## config.mk

```make
export PLATFORM = sky130hd
export DESIGN_NAME = reg_scoreboard
export DESIGN_NICKNAME = d
export VERILOG_FILES = /design/src/rtl/regfile_pkg.sv /design/src/rtl/sb_entry.sv /design/src/rtl/reg_scoreboard.sv
export SDC_FILE = /design/constraint.sdc
export NUM_CORES = 1
export LEC_CHECK = 0
export CAP_MARGIN = 30
export CELL_PAD_IN_SITES_DETAIL_PLACEMENT = 1
export CELL_PAD_IN_SITES_GLOBAL_PLACEMENT = 2
export CORE_ASPECT_RATIO = 0.5
export CORE_MARGIN = 2
export CORE_UTILIZATION = 33
export DETAILED_ROUTE_END_ITERATION = 16
export PLACE_DENSITY_LB_ADDON = 0.1
export SETUP_SLACK_MARGIN = 0.1
export SLEW_MARGIN = 20
export SYNTH_ARGS = -nofsm -noshare
export SYNTH_HDL_FRONTEND = slang
export SYNTH_SLANG_ARGS = --single-unit
```

## constraint.sdc

```tcl
create_clock -name clk -period 4.4 [get_ports clk]
set_input_delay 0.88 -clock clk [delete_from_list [all_inputs] [get_ports clk]]
set_output_delay 0.88 -clock clk [all_outputs]
set_load 0.05 [all_outputs]
```

## src/rtl/regfile_pkg.sv

```systemverilog
// Shared register-file constants and types for the issue-side scoreboard.
package regfile_pkg;

    localparam int NUM_REGS   = 8;
    localparam int REG_ADDR_W = 3;
    localparam int SB_CNT_W   = 2;

    typedef logic [REG_ADDR_W-1:0] reg_addr_t;

endpackage : regfile_pkg

```

## src/rtl/sb_entry.sv

```systemverilog
// One pending-write counter for a single architectural register.
module sb_entry
    import regfile_pkg::*;
#(
    parameter int CNT_W = SB_CNT_W
) (
    input  logic clk,
    input  logic rst,
    input  logic inc,
    input  logic dec,
    input  logic clr,
    output logic busy,
    output logic full
);

    logic [CNT_W-1:0] cnt;

    // NOTE: sequential state uses non-blocking assignments so every entry
    // samples the same pre-edge values regardless of evaluation order.
    always_ff @(posedge clk or negedge rst) begin
        if (!rst) begin
            cnt <= '0;
        end else if (clr) begin
            cnt <= '0;
        end else if (inc && !dec) begin
            cnt <= cnt + CNT_W'(1);
        end else if (dec && !inc) begin
            cnt <= cnt - CNT_W'(1);
        end
    end

    assign busy = (cnt != '0);
    assign full = (&cnt);

endmodule : sb_entry

```

## src/rtl/reg_scoreboard.sv

```systemverilog
// Issue-side RAW/saturation scoreboard for the 1W/2R register file.
// Optional stall statistics port enabled by defining REG_SCOREBOARD_STATS_EN.
module reg_scoreboard
    import regfile_pkg::*;
#(
    parameter int NUM_REGS = regfile_pkg::NUM_REGS,
    parameter int CNT_W    = regfile_pkg::SB_CNT_W
) (
    input  logic                clk,
    input  logic                rst,
    input  logic                issue_valid,
    input  reg_addr_t           issue_src1,
    input  reg_addr_t           issue_src2,
    input  logic                issue_src1_used,
    input  logic                issue_src2_used,
    input  reg_addr_t           issue_dst,
    input  logic                issue_dst_used,
    output logic                issue_ready,
    input  logic                wb_valid,
    input  reg_addr_t           wb_addr,
    input  logic                flush,
    output logic [NUM_REGS-1:0] busy_mask,
    output logic                wb_err
`ifdef REG_SCOREBOARD_STATS_EN
    ,
    output logic [15:0]         stall_cnt
`endif
);

    logic [NUM_REGS-1:0] busy;
    logic [NUM_REGS-1:0] full;
    logic [NUM_REGS-1:0] inc;
    logic [NUM_REGS-1:0] dec;
    logic                hazard;
    logic                fire;
    logic                wb_live;

    // Hazard sees only registered counts, so writeback and flush never
    // reach issue_ready combinationally (no same-cycle bypass).
    assign hazard = (issue_src1_used && busy[issue_src1])
                 || (issue_src2_used && busy[issue_src2])
                 || (issue_dst_used  && full[issue_dst]);

    assign issue_ready = !hazard;
    assign fire        = issue_valid && issue_ready && issue_dst_used && !flush;
    assign wb_live     = wb_valid && !flush;
    assign busy_mask   = busy;

    // NOTE: every always_comb output gets a default first so no latch is inferred.
    always_comb begin
        inc = '0;
        dec = '0;
        for (int i = 0; i < NUM_REGS; i++) begin
            inc[i] = fire    && (issue_dst == reg_addr_t'(i));
            dec[i] = wb_live && (wb_addr   == reg_addr_t'(i)) && busy[i];
        end
    end

    for (genvar i = 0; i < NUM_REGS; i++) begin : g_entry
        sb_entry #(.CNT_W(CNT_W)) u_entry (
            .clk  (clk),
            .rst  (rst),
            .inc  (inc[i]),
            .dec  (dec[i]),
            .clr  (flush),
            .busy (busy[i]),
            .full (full[i])
        );
    end

    // Writeback to an idle register is a pipeline bug; latch it until reset.
    always_ff @(posedge clk or negedge rst) begin
        if (!rst) begin
            wb_err <= 1'b0;
        end else if (wb_live && !busy[wb_addr]) begin
            wb_err <= 1'b1;
        end
    end

`ifdef REG_SCOREBOARD_STATS_EN
    always_ff @(posedge clk or negedge rst) begin
        if (!rst) begin
            stall_cnt <= '0;
        end else if (issue_valid && !issue_ready && (stall_cnt != 16'hFFFF)) begin
            stall_cnt <= stall_cnt + 16'd1;
        end
    end
`endif

endmodule : reg_scoreboard

```

==> flow_metrics.env, run 1 <==
export IMPL_r2r_start="g_entry[7].u_entry.cnt[0]"
export IMPL_synthArstFlopShare=1.00
export IMPL_final_cell_mix="clkdlybuf4s50_1, dfrtp_1, a21oi_1, nor2_1, nand2_1"
export IMPL_yosys_warnings=0
export IMPL_syn_nets=209
export IMPL_drc_errors=0
export IMPL_fillers=547
export IMPL_clock_sinks=17
export IMPL_critPathArrivalTime_ns=2.95
export IMPL_crit_path_start_kind="input pin"
export IMPL_hp_start="wb_err"
export IMPL_period_share=0.870
export IMPL_cts_clk_slew_worst_paths_ns=0.08
export IMPL_first_pass_iters=4
export IMPL_worstMarginPinSlew_ns=0.512
export IMPL_status="finished, final reports clean"
export IMPL_synth_largest_area_cell="dfrtp_1"
export IMPL_slew_headroom=0.658
export IMPL_antenna_left=0
export IMPL_p_per_area_nw_per_um2=193
export IMPL_fin_crit_ns=3.83
export IMPL_rows=17
export IMPL_die_width_um=103
export IMPL_via_per_inst=5.68
export IMPL_critical_path_endpoint_type="primary output"
export IMPL_io_buffers=29
export IMPL_min_path_cells=1
export IMPL_h_tree_depth=1
export IMPL_ys_ff_latch=17
export IMPL_postCtsHoldBufs=0
export IMPL_core_um2=4530
export IMPL_syn_to_final_growth_pct=21.4
export IMPL_slew_violations=0
export IMPL_yosysSeqAreaShare=0.265
export IMPL_root_buffer="clkbuf_8"
export IMPL_ff2ff_setup_slack_ns=2.19
export IMPL_postSynthCellCount=189
export IMPL_antenna_cells=0
export IMPL_clkLatencyLatePin_ns=0.26
export IMPL_grt_overflow=0
export IMPL_dp_hpwl_um=4090
export IMPL_setup_viol=0
export IMPL_cts_made_buffers=3
export IMPL_drive_above_1_share=0.138
export IMPL_synth_edf_count=0
export IMPL_fin_util=0.430
export IMPL_start_util=0.354
export IMPL_track_usage=0.211
export IMPL_synth_area_um2=1610
export IMPL_routedWlPerCell_um=19.1
export IMPL_critical_path_peak_fanout=10
export IMPL_synth_cell_types=48
export IMPL_final_common_cell="clkdlybuf4s50_1"
export IMPL_nNetsFinal=231
export IMPL_skew_ns=0.00999
export IMPL_drt_initial_drc_count=89
export IMPL_min_path_type="register to register"
export IMPL_gp_congestion=0.791
export IMPL_fmax_mhz=261
export IMPL_cts_resized=0
export IMPL_fp_dieArea_um2=5470
export IMPL_critical_path_class="input pin to primary output"
export IMPL_finalHoldViolations=0
export IMPL_critPathRequiredTime_ns=3.52
export IMPL_static_leakage_power_nw=0.757
export IMPL_dieHeight_um=53.3
export IMPL_tns_ns=0
export IMPL_synth_ff_type="dfrtp_1"
export IMPL_irDropWorstVdd_v=0.0000889
export IMPL_ios=30
export IMPL_cts_buffer_depth=2
export IMPL_grt_max_degree=18
export IMPL_rsz0062_at_grt="false"
export IMPL_finalPower_w=0.000376
export IMPL_r2r_end="g_entry[2].u_entry.cnt[1]"
export IMPL_synth_top_area_share=0.265
export IMPL_grt_pass1_vias=1608
export IMPL_synthTopCellsByArea="dfrtp_1, a21oi_1, nor3_2"
export IMPL_cts_tree="yes"
export IMPL_syn_avg_cell_area_um2=8.49
export IMPL_post_cts_buffers=0
export IMPL_reg2regPathDepth=6
export IMPL_grt_antenna_before_repair=0
export IMPL_drv_cap=0
export IMPL_hold_end="wb_err"
export IMPL_routed_wl_um=5260
export IMPL_grt_pass1_wl_um=8470
export IMPL_vias=1568
==> routing by layer <==
metal,routed length (µm),track usage,part of all wire,vias to the layer above
li1,-,-,-,746
met4,12,0.0289,0.0023,0
met5,0,0,0,-
met3,292,0.0383,0.055,2
met2,2310,0.334,0.44,29
met1,2650,0.305,0.50,791
==> layout make-up <==
class / count / area (µm²) / share of cell area
sequential: 17 / 425 / 0.218
multi-input combinational: 149 / 1040 / 0.536
clock buffer: 4 / 45.0 / 0.0231
timing repair buffer: 33 / 325 / 0.167
tap: 66 / 82.6 / 0.0424
inverter: 7 / 26.3 / 0.0135
==> synth_stat cells, drive strengths merged (2+ instances only) <==
cell	instances
nor4bb	2
nand2b	4
nand3	7
nand3b	3
nand4b	2
o2111ai	3
o21ai	9
a21oi	16
inv	7
a311oi	2
nor3	13
xor2	3
o31ai	3
buf	13
a31oi	5
nor2	12
clkbuf	3
and3	6
o21bai	5
nand4	3
nand2	11
o211ai	4
nor3b	3
dfrtp	17
nor2b	4
xnor2	6
or2	4
and4	5
nor4b	6
==> state kept, by name, summed over array words and instances, names as in the netlist <==
register,count
g_entry.u_entry.cnt,16
wb_err,1
==> power by group <==
part | leakage (nW) | total [W] | internal (W) | switching [W]
Clock | 0.0228 | 0.000126 | 0.0000645 | 0.0000616
Sequential | 0.232 | 0.000159 | 0.000157 | 0.00000165
Combinational | 0.502 | 0.0000912 | 0.0000390 | 0.0000522
Total | 0.757 | 0.000376 | 0.000260 | 0.000115
==> cells by family (layout without fill, tap and decap cells) <==
family,after synthesis,count (layout),share of synthesized area
AO/OA/AOI/OAI,51,51,0.210
AND/OR/NAND/NOR,87,87,0.370
buffers and inverters,23,44,0.0842
XOR/XNOR,9,9,0.0491
multiplexers,2,2,0.0210
flip-flops,17,17,0.265
==> stage by stage <==
step	setup slack [ns]	cell area, µm²	std cells	hold slack [ns]
finish	0.572	1950	276	0.476
global route	0.452	1950	276	0.493
CTS	0.562	1930	275	0.483
detailed placement	0.568	1890	271	0.461
global placement	0.658	1890	271	0.459
floorplan	1.30	1610	189	0.543
==> critical path: stages <==
cell,delay [ns]
clkdlybuf4s50_1,0.65
nor4bb_1,0.37
nor4b_1,0.10
o21ai_1,0.14
and3_1,0.40
and3_1,0.21
buf_4,0.19
==> worst max path at each step <==
stage,from,end,slack [ns],cells past startpoint
final,issue_src2[1],issue_ready,0.57,7
after global routing,issue_src1[1],issue_ready,0.45,7
after CTS,issue_src2[1],issue_ready,0.56,7
after detailed placement,issue_src2[1],issue_ready,0.57,7
after global placement,issue_src2[1],issue_ready,0.66,7
after floorplan,issue_dst[0],issue_ready,1.30,6
No activity file was read; power rests on OpenSTA's default activity.
==> inputs of run 2 (changes only) <==
MAX_ROUTING_LAYER = met4   (was default)
==> run 2 against run 1 <==
Total power decreased by 0.30%. Final area unchanged. Combinational power decreased by 0.4%. Wire length increased by 0.36%. Clock power about the same. Largest cell class unchanged. Final cell count unchanged. Largest power group unchanged. Sequential power about the same. Die area unchanged. Utilization unchanged. Flip-flop and latch count unchanged.
==> flow_metrics.env, run 2 (synthesis results as in run 1) <==
export IMPL_dieHeight_um=53.3
export IMPL_fp_dieArea_um2=5470
export IMPL_via_per_inst=5.68
export IMPL_drive_above_1_share=0.138
export IMPL_final_cells=276
export IMPL_grt_overflow=0
export IMPL_routedWlPerCell_um=19.1
export IMPL_critical_path_peak_fanout=10
export IMPL_largestRegisters="g_entry.u_entry.cnt (16), wb_err (1)"
export IMPL_crit_path_start_kind="input pin"
export IMPL_antenna_left=0
export IMPL_dp_hpwl_um=4090
export IMPL_clock_sinks=17
export IMPL_die_width_um=103
export IMPL_fmax_mhz=263
export IMPL_grt_pass1_wl_um=8470
export IMPL_fin_crit_ns=3.80
export IMPL_p_clk_frac=0.334
export IMPL_cpMostUsedCell="and3_1"
export IMPL_worstMarginPinSlew_ns=0.522
export IMPL_nNetsFinal=231
export IMPL_drt_initial_drc_count=109
export IMPL_h_tree_depth=1
export IMPL_finalHoldViolations=0
export IMPL_drc_errors=0
export IMPL_drv_cap=0
export IMPL_irDropWorstVdd_v=0.0000909
export IMPL_syn_to_final_growth_pct=21.4
export IMPL_core_um2=4530
export IMPL_routed_wl_um=5280
export IMPL_gp_congestion=0.803
export IMPL_cts_buffer_depth=2
export IMPL_p_int_w=0.000260
export IMPL_cts_resized=0
export IMPL_slew_violations=0
export IMPL_track_usage=0.217
export IMPL_final_common_cell="clkdlybuf4s50_1"
export IMPL_cp_slowest_stage_delay_ns=0.65
export IMPL_rsz0062_at_grt="false"
export IMPL_critPathArrivalTime_ns=2.92
export IMPL_ios=30
export IMPL_finalPower_w=0.000375
export IMPL_place_inst=271
export IMPL_critPathRequiredTime_ns=3.52
export IMPL_rows=17
export IMPL_min_path_type="register to register"
export IMPL_top_register="g_entry.u_entry.cnt"
export IMPL_io_buffers=29
export IMPL_root_buffer="clkbuf_8"
export IMPL_postCtsHoldBufs=0
export IMPL_cts_clk_slew_worst_paths_ns=0.08
export IMPL_p_per_area_nw_per_um2=192
export IMPL_seqPwrFrac=0.423
export IMPL_final_cell_mix="clkdlybuf4s50_1, dfrtp_1, a21oi_1, nor2_1, nand2_1"
export IMPL_post_cts_buffers=0
export IMPL_status="finished, final reports clean"
export IMPL_antenna_cells=0
export IMPL_clkLatencyLatePin_ns=0.26
export IMPL_critical_path_endpoint_type="primary output"
export IMPL_p_switching_w=0.000114
export IMPL_slew_headroom=0.651
export IMPL_grt_antenna_before_repair=0
export IMPL_first_pass_iters=4
export IMPL_pwr_share_comb=0.242
export IMPL_swShare=0.305
export IMPL_timing_hold_ws_ns=0.475
export IMPL_crit_slowest_cell="clkdlybuf4s50_1"
export IMPL_vias=1568
export IMPL_grt_pass1_vias=1610
export IMPL_period_share=0.864
export IMPL_crit_chain="clkdlybuf4s50_1, nor4bb_1, nor4b_1, o21ai_1, and3_1, and3_1, buf_4"
export IMPL_cts_tree="yes"
export IMPL_grt_max_degree=18
export IMPL_fillers=547
export IMPL_setup_viol=0
export IMPL_critical_path_class="input pin to primary output"
export IMPL_skew_ns=0.00497
export IMPL_cts_made_buffers=3
export IMPL_tns_ns=0
export IMPL_static_leakage_power_nw=0.757
export IMPL_start_util=0.354
export IMPL_largest_register_ffs=16
## run 2: path summary, 6_finish.rpt
check,slack (ns),from,depth (start not counted),endpoint
setup / recovery,0.60,issue_src2[1],7,issue_ready
hold / removal,0.47,wb_err,1,wb_err
setup reg to reg,2.23,g_entry[7].u_entry.cnt[0],6,g_entry[2].u_entry.cnt[1]
hold reg to reg,0.47,wb_err,1,wb_err
max in group asynchronous,3.16,rst,2,g_entry[7].u_entry.cnt[0]
min in group asynchronous,0.85,rst,1,g_entry[2].u_entry.cnt[1]
## run 2: layer usage
metal | vias to the layer above | routed length [µm] | GRT usage
li1 | 747 | - | -
met1 | 782 | 2660 | 0.305
met2 | 37 | 2330 | 0.337
met3 | 2 | 284 | 0.0383
met4 | 0 | 12 | 0.0289
met5 | - | 0 | -
## run 2: metrics by stage
stage / setup WS [ns] / util / cell area (µm²)
3_5_place_dp: 0.568 / 0.417 / 1890
5_1_grt: 0.452 / 0.430 / 1950
2_1_floorplan: 1.30 / - / 1610
3_3_place_gp: 0.658 / 0.417 / 1890
6_report: 0.598 / 0.430 / 1950
4_1_cts: 0.562 / 0.427 / 1930
## run 2: power groups by stage
| stage | registers (W) | logic [W] | clock network (W) |
|---|---|---|---|
| 6_report | 0.000159 | 0.0000908 | 0.000125 |
| 3_5_place_dp | 0.000162 | 0.0000894 | 0 |
| 2_1_floorplan | 0.000161 | 0.0000504 | 0 |
| 3_3_place_gp | 0.000162 | 0.0000875 | 0 |
| 5_1_grt | 0.000159 | 0.0000980 | 0.000134 |
| 4_1_cts | 0.000158 | 0.0000898 | 0.000130 |
## run 2: cell type report
cell class | count | area (µm²) | share of cell area
Clock buffer | 4 | 45.0 | 0.0231
Inverter | 7 | 26.3 | 0.0135
Multi-Input combinational cell | 149 | 1040 | 0.536
Sequential cell | 17 | 425 | 0.218
Tap cell | 66 | 82.6 | 0.0424
Timing Repair Buffer | 33 | 325 | 0.167
## run 2: worst max-delay path, delay by kind of cell
family | cells | cell delay, ns
compound gates | 1 | 0.13
simple gates | 4 | 1.06
buf+inv | 2 | 0.84
